--- src/rtl/stream_prefetcher.sv ---
// stream_prefetcher
// -----------------
// Next-line prefetcher sitting between the Dcache read port and the AXI read
// bridge. A cached miss becomes one wide AXI read returning FETCH_LINES
// consecutive lines. Line 0 goes straight back to the cache; lines
// 1..FETCH_LINES-1 are parked in an ENTRIES-deep buffer with FIFO
// replacement. A later cached read that finds its line in the buffer is
// answered locally one cycle after acceptance, and the entry is released
// because the line now lives in the Dcache.
//
// Handshake: a request transfers on a cycle where req and rdy are both high
// (cache_rd_req/cache_rd_rdy on the cache side, axi_rd_req/axi_rd_rdy on the
// bridge side); neither rdy waits on anything later than the same cycle's
// req. Returns are single-cycle valid pulses with no back-pressure.
//
// Ports
//   clk, reset        clock, synchronous active-high reset
//   pf_en             prefetch enable; 0 = pass-through, buffer flushed
//   cache_rd_*        Dcache read request (type 1 = cached line read)
//   cache_ret_*       return to the Dcache
//   cache_wr_*        Dcache write to memory, snooped to drop stale lines
//   axi_rd_*          read request to the AXI bridge (type/addr pass through)
//   axi_ret_*         single-beat wide return; slice k = miss line + k
//   hit_cnt           buffer hits since reset, wraps modulo 2^32
//   dbg_state         current FSM state
module stream_prefetcher #(
    parameter int ADDR_W      = 32,
    parameter int LINE_BYTES  = 16,
    parameter int FETCH_LINES = 2,
    parameter int ENTRIES     = 4
) (
    input  logic                                 clk,
    input  logic                                 reset,
    input  logic                                 pf_en,
    input  logic                                 cache_rd_req,
    input  logic                                 cache_rd_type,
    input  logic [ADDR_W-1:0]                    cache_rd_addr,
    output logic                                 cache_rd_rdy,
    output logic                                 cache_ret_valid,
    output logic [8*LINE_BYTES-1:0]              cache_ret_data,
    input  logic                                 cache_wr_req,
    input  logic [ADDR_W-1:0]                    cache_wr_addr,
    output logic                                 axi_rd_req,
    output logic                                 axi_rd_type,
    output logic [ADDR_W-1:0]                    axi_rd_addr,
    input  logic                                 axi_rd_rdy,
    input  logic                                 axi_ret_valid,
    input  logic [8*LINE_BYTES*FETCH_LINES-1:0]  axi_ret_data,
    output logic [31:0]                          hit_cnt,
    output logic [1:0]                           dbg_state
);

    localparam int LW    = 8 * LINE_BYTES;
    localparam int OFF_W = $clog2(LINE_BYTES);
    localparam int TAG_W = ADDR_W - OFF_W;
    localparam int PTR_W = (ENTRIES > 1) ? $clog2(ENTRIES) : 1;

    typedef enum logic [1:0] {
        S_IDLE   = 2'd0,
        S_MISS_C = 2'd1,
        S_MISS_U = 2'd2,
        S_HIT    = 2'd3
    } state_t;

    state_t               state_q, state_d;
    logic [ENTRIES-1:0]   valid_q, valid_d;
    logic [TAG_W-1:0]     tag_q  [ENTRIES];
    logic [TAG_W-1:0]     tag_d  [ENTRIES];
    logic [LW-1:0]        data_q [ENTRIES];
    logic [LW-1:0]        data_d [ENTRIES];
    logic [PTR_W-1:0]     wr_ptr_q, wr_ptr_d;
    logic [TAG_W-1:0]     miss_tag_q, miss_tag_d;
    logic [LW-1:0]        hit_data_q, hit_data_d;
    logic [31:0]          hit_cnt_q, hit_cnt_d;

    logic [TAG_W-1:0]     rd_tag;
    logic [TAG_W-1:0]     wr_tag;
    logic                 hit_found;
    logic [PTR_W-1:0]     hit_idx;
    logic                 hit;
    logic                 fill;
    logic [TAG_W-1:0]     fill_tag;
    logic [PTR_W-1:0]     fill_slot;
    logic                 unused_bits;

    assign rd_tag = cache_rd_addr[ADDR_W-1:OFF_W];
    assign wr_tag = cache_wr_addr[ADDR_W-1:OFF_W];
    assign unused_bits = ^{cache_rd_addr[OFF_W-1:0], cache_wr_addr[OFF_W-1:0]};

    // Buffer lookup. An entry being snooped this cycle is already stale, so
    // it must not produce a hit. Fills never leave duplicate tags, so at most
    // one entry matches.
    always_comb begin
        hit_found = 1'b0;
        hit_idx   = '0;
        for (int i = 0; i < ENTRIES; i++) begin
            if (!hit_found && valid_q[i] && (tag_q[i] == rd_tag) &&
                !(cache_wr_req && (tag_q[i] == wr_tag))) begin
                hit_found = 1'b1;
                hit_idx   = PTR_W'(i);
            end
        end
    end

    assign hit = (state_q == S_IDLE) && cache_rd_req && cache_rd_type &&
                 pf_en && hit_found;

    assign axi_rd_req   = (state_q == S_IDLE) && cache_rd_req && !hit;
    assign axi_rd_type  = cache_rd_type;
    assign axi_rd_addr  = cache_rd_addr;
    assign cache_rd_rdy = (state_q == S_IDLE) && (hit || axi_rd_rdy);
    assign fill         = (state_q == S_MISS_C) && axi_ret_valid && pf_en;
    assign hit_cnt      = hit_cnt_q;
    assign dbg_state    = state_q;

    // Next-state and return path.
    always_comb begin
        state_d         = state_q;
        miss_tag_d      = miss_tag_q;
        hit_data_d      = hit_data_q;
        hit_cnt_d       = hit_cnt_q;
        cache_ret_valid = 1'b0;
        cache_ret_data  = '0;
        case (state_q)
            S_IDLE: begin
                if (hit) begin
                    state_d    = S_HIT;
                    hit_data_d = data_q[hit_idx];
                    hit_cnt_d  = hit_cnt_q + 32'd1;
                end else if (axi_rd_req && axi_rd_rdy) begin
                    state_d    = cache_rd_type ? S_MISS_C : S_MISS_U;
                    miss_tag_d = cache_rd_type ? rd_tag : miss_tag_q;
                end
            end
            S_MISS_C, S_MISS_U: begin
                cache_ret_valid = axi_ret_valid;
                cache_ret_data  = axi_ret_data[LW-1:0];
                if (axi_ret_valid) begin
                    state_d = S_IDLE;
                end
            end
            S_HIT: begin
                cache_ret_valid = 1'b1;
                cache_ret_data  = hit_data_q;
                state_d         = S_IDLE;
            end
            default: state_d = S_IDLE;
        endcase
    end

    // Buffer update. Order matters: hit release, then fill (dedupe before
    // each write), then snoop on the resulting tags so a snooped line being
    // filled lands invalid, then the global flush when prefetch is off.
    always_comb begin
        valid_d   = valid_q;
        tag_d     = tag_q;
        data_d    = data_q;
        wr_ptr_d  = wr_ptr_q;
        fill_tag  = '0;
        fill_slot = '0;

        if (hit) begin
            valid_d[hit_idx] = 1'b0;
        end

        if (fill) begin
            for (int k = 1; k < FETCH_LINES; k++) begin
                // Adding k lines to the address is adding k to the tag; the
                // tag width wraps exactly where the address would.
                fill_tag  = miss_tag_q + TAG_W'(k);
                fill_slot = PTR_W'((int'(wr_ptr_q) + k - 1) % ENTRIES);
                for (int i = 0; i < ENTRIES; i++) begin
                    if (tag_d[i] == fill_tag) begin
                        valid_d[i] = 1'b0;
                    end
                end
                tag_d[fill_slot]   = fill_tag;
                data_d[fill_slot]  = axi_ret_data[k*LW +: LW];
                valid_d[fill_slot] = 1'b1;
            end
            wr_ptr_d = PTR_W'((int'(wr_ptr_q) + FETCH_LINES - 1) % ENTRIES);
        end

        if (cache_wr_req) begin
            for (int i = 0; i < ENTRIES; i++) begin
                if (tag_d[i] == wr_tag) begin
                    valid_d[i] = 1'b0;
                end
            end
        end

        if (!pf_en) begin
            valid_d = '0;
        end
    end

    always_ff @(posedge clk) begin
        if (reset) begin
            state_q    <= S_IDLE;
            valid_q    <= '0;
            wr_ptr_q   <= '0;
            miss_tag_q <= '0;
            hit_data_q <= '0;
            hit_cnt_q  <= '0;
        end else begin
            state_q    <= state_d;
            valid_q    <= valid_d;
            wr_ptr_q   <= wr_ptr_d;
            miss_tag_q <= miss_tag_d;
            hit_data_q <= hit_data_d;
            hit_cnt_q  <= hit_cnt_d;
        end
    end

    // Tag and data storage are qualified by valid_q and need no reset.
    always_ff @(posedge clk) begin
        tag_q  <= tag_d;
        data_q <= data_d;
    end

endmodule

--- config.mk ---
export PLATFORM = sky130hd
export DESIGN_NAME = stream_prefetcher
export DESIGN_NICKNAME = d
export VERILOG_FILES = /design/src/rtl/stream_prefetcher.sv
export SDC_FILE = /design/constraint.sdc
export NUM_CORES = 2
export LEC_CHECK = 0
export CAP_MARGIN = 15
export CELL_PAD_IN_SITES_DETAIL_PLACEMENT = 1
export CELL_PAD_IN_SITES_GLOBAL_PLACEMENT = 1
export CORE_UTILIZATION = 47
export DETAILED_ROUTE_END_ITERATION = 8
export GPL_ROUTABILITY_DRIVEN = 0
export GPL_TIMING_DRIVEN = 0
export PLACE_DENSITY = 0.95
export REMOVE_ABC_BUFFERS = 1
export SETUP_SLACK_MARGIN = 0.3
export SLEW_MARGIN = 20
export SYNTH_ARGS = -nofsm -noshare
export SYNTH_HDL_FRONTEND = slang
export SYNTH_SLANG_ARGS = --single-unit
--- constraint.sdc ---
create_clock -name clk -period 10.7 [get_ports clk]
set_input_delay 2.14 -clock clk [delete_from_list [all_inputs] [get_ports clk]]
set_output_delay 2.14 -clock clk [all_outputs]
set_load 0.02 [all_outputs]
==> results.yml <==
clock_network:
  post_cts_buffers: 0
  clk_pin_slew_worst_paths_ns: 0.07
  cts-buffers-inserted: 86
  holdBufCountCts: 0
  clockBufferDepth: 3
  cts_tree: "yes"
  clkLatencyLatePin_ns: 0.69
  cts_resized: 0
  cts_sinks: 820
  cts_root_buf: "clkbuf_16"
  htree_num_levels: 3
detailed_routing:
  vias: 36880
  drtIter0Drc: 5460
  drt-total-wl_mm: 183
  ant_nets: 0
  dr.pass1.iters: 9
  drc_errors: 90
  wl_per_cell_um: 35.1
  avgViaCountPerCell: 7.07
worst_hold_path:
  worstHoldPathType: "flip-flop to flip-flop"
  hold_depth: 2
  hp-start: "data_q[62]"
  min_to: "hit_data_q[62]"
synth:
  yosys.area_share.simple_pct: 12.5
  ys_ff_latch: 820
  synth_top_area_share_pct: 38.9
  syn-cell-area_um2: 39500
  yosysMostFrequentCell: "edfxtp_1"
  yosysWarnings: 0
  ys_seq_area_share_pct: 54.5
  synth_xor_area_share_pct: 9.38
  yosys-top-cells-count: "edfxtp_1, nand2_1, dfxtp_1, clkbuf_1, xnor2_1"
  synthDistinctLibCells: 93
  syn_area_per_cell_um2: 10.4
  synth_top_family_by_area: "compound AO/OA/AOI/OAI gates"
  synth_area_leaders: "edfxtp_1, dfxtp_1, xnor2_1"
  synth-async-reset-ratio_pct: 0
  yosysTopAreaCell: "edfxtp_1"
  synth_compound_area_share_pct: 18.2
  synth_edf_count: 512
  yosys_most_used_dff: "edfxtp_1"
  synth_mux_area_share_pct: 0.298
  synth_fa_ha_area_share_pct: 0.342
  syn_inst: 3785
outcome:
  outcome: "finished, violations left"
  violations: "design-rule violations, max-capacitance violations, max-slew violations"
power_and_ir_drop:
  vdd_drop_max_mv: 0.142
  power.density_nw_per_um2: 158
  power_frac_seq_pct: 45.5
  p_leak_nw: 15.9
  pwr-share-clk_pct: 41.3
  power_mw: 7.67
  switching_share_pct: 28.6
  comb_power_share_pct: 13.1
  p_int_mw: 5.48
  p_switching_mw: 2.19
grt:
  grt_use_total_pct: 40.6
  grt_pass1_vias: 37504
  antenna_found_initial: 46
  grt_max_degree: 102
  grt_pass1_wl_mm: 256
  grt_overflow_total: 0
setup_path:
  r2r-end: "hit_data_q[25]"
  endpoint_kind: "output port"
  worstPathArrival_ns: 7.24
  crit_type: "input port to output port"
  path_max_fanout: 46
  reg2reg_depth: 13
  timing.rr.start: "tag_q[33]"
  rrSetupSlack_ns: 5.25
  cp_data_required_time_ns: 8.56
  start_kind: "input port"
sta:
  whs_ns: 0.511
  setup_tns_ns: 0
  relSlewSlack_pct: -1.21
  period_needed_ns: 9.38
  rsz0062_at_grt: "false"
  final_max_slew_viol_count: 3
  hold_violations: 0
  tightest_slew_ns: 1.51
  setup_ws_ns: 1.32
  max_freq_ghz: 0.107
  setup_viol: 0
  fin_worst_skew_ns: 0.0637
  finalCritPeriodShare_pct: 87.7
floorplan:
  row_count: 105
  die_w_um: 292
  die_area_um2: 85200
  die_h_um: 292
  ioPinCount: 526
  initial_core_util_pct: 47.8
  core-area_um2: 82600
cells_and_area:
  areaGrowthSynthToFinish_pct: 22.7
  num-fill-cells: 8488
  final_nets: 4374
  layout-drive-gt1-share_pct: 6.23
placed_design:
  dp_slack_ns: 1.45
  dpl.hpwl_mm: 110
  numPortBuffers: 513
job:
  cap_violations: 2
[final cells by class]
cell class	count	area [um^2]	share of cell area (%)
Inverter	55	236	0.488
Multi-Input combinational cell	2518	16300	33.7
Tap cell	1070	1340	2.76
Clock buffer	114	2410	4.97
Clock inverter	46	495	1.02
Antenna cell	40	100	0.207
Timing Repair Buffer	555	6030	12.4
Sequential cell	820	21500	44.4
[placed cells by master, fill, tap and decap left out, drive strengths merged, types with 19 or more instances in the layout]
cell	count
inv	58
nand2	340
xor2	125
nand2b	23
a31oi	143
buf	43
nor4	52
nand3	49
nand4	111
o21bai	127
a22o	132
edfxtp	512
diode	40
a21oi	237
a22oi	135
clkdlybuf4s50	512
clkbuf	114
nor3	43
clkinv	28
and4	19
nor2	266
o21ai	154
xnor2	286
dfxtp	308
[state kept, by name (all words and copies together) (netlist names)]
signal / count
hit_data_q: 128
wr_ptr_q: 2
tag_q: 112
hit_cnt: 32
miss_tag_q: 28
dbg_state: 2
data_q: 512
valid_q: 4
[critical path, cell delays in order]
cell and delay, ns:
clkdlybuf4s50_1 1.07, inv_1 0.40, a211oi_1 0.77, nand4_1 0.26, o311ai_2 0.85, o2111ai_1 0.38
and2_4 0.47, nor2_1 0.21, clkdlybuf4s50_1 0.63
[kinds of logic after synthesis]
kind of cell,after synthesis
AND/OR/NAND/NOR,1014
AO/OA/AOI/OAI,1068
multiplexers,11
XOR/XNOR,414
adder cells (fa/ha/maj),11
buffers and inverters,447
flip-flops,820
[metrics by stage]
| stage | cell area [um^2] | util (%) | std cells |
|---|---|---|---|
| after CTS | 48300 | 58.4 | 5177 |
| after global placement | 44300 | 53.6 | 4976 |
| after floorplan | 37800 | - | 3393 |
| after detailed placement | 45400 | 54.9 | 5017 |
| final | 48500 | 58.7 | 5218 |
| after global routing | 48500 | 58.6 | 5215 |
[power groups by stage]
stage               Sequential (mW)  Clock (mW)  Combinational, mW
global placement               3.55           0              0.847
floorplan                      3.52           0              0.436
detailed placement             3.55           0              0.896
global route                   3.49        3.27               1.02
CTS                            3.48        3.13              0.923
finish                         3.49        3.17               1.01
[worst max-delay path by stage]
stage / depth (start not counted) / start / slack (ns) / to
2_1_floorplan: 7 / cache_rd_addr[29] / -0.61 / axi_rd_req
3_3_place_gp: 9 / cache_rd_addr[23] / -5.01 / cache_rd_rdy
3_5_place_dp: 9 / cache_wr_addr[21] / 1.45 / cache_rd_rdy
4_1_cts: 9 / cache_wr_addr[21] / 1.40 / axi_rd_req
5_1_grt: 9 / cache_wr_addr[21] / 1.51 / axi_rd_req
6_report: 9 / cache_wr_addr[21] / 1.32 / axi_rd_req
[per-layer routing]
metal | global-route usage [%] | wire [um] | up-vias
li1 | - | - | 14452
met1 | 44.5 | 59800 | 17722
met2 | 63.0 | 81100 | 3369
met3 | 16.7 | 24600 | 1308
met4 | 29.8 | 17000 | 29
met5 | 3.63 | 434 | -
(Power assumes the default switching activity.)
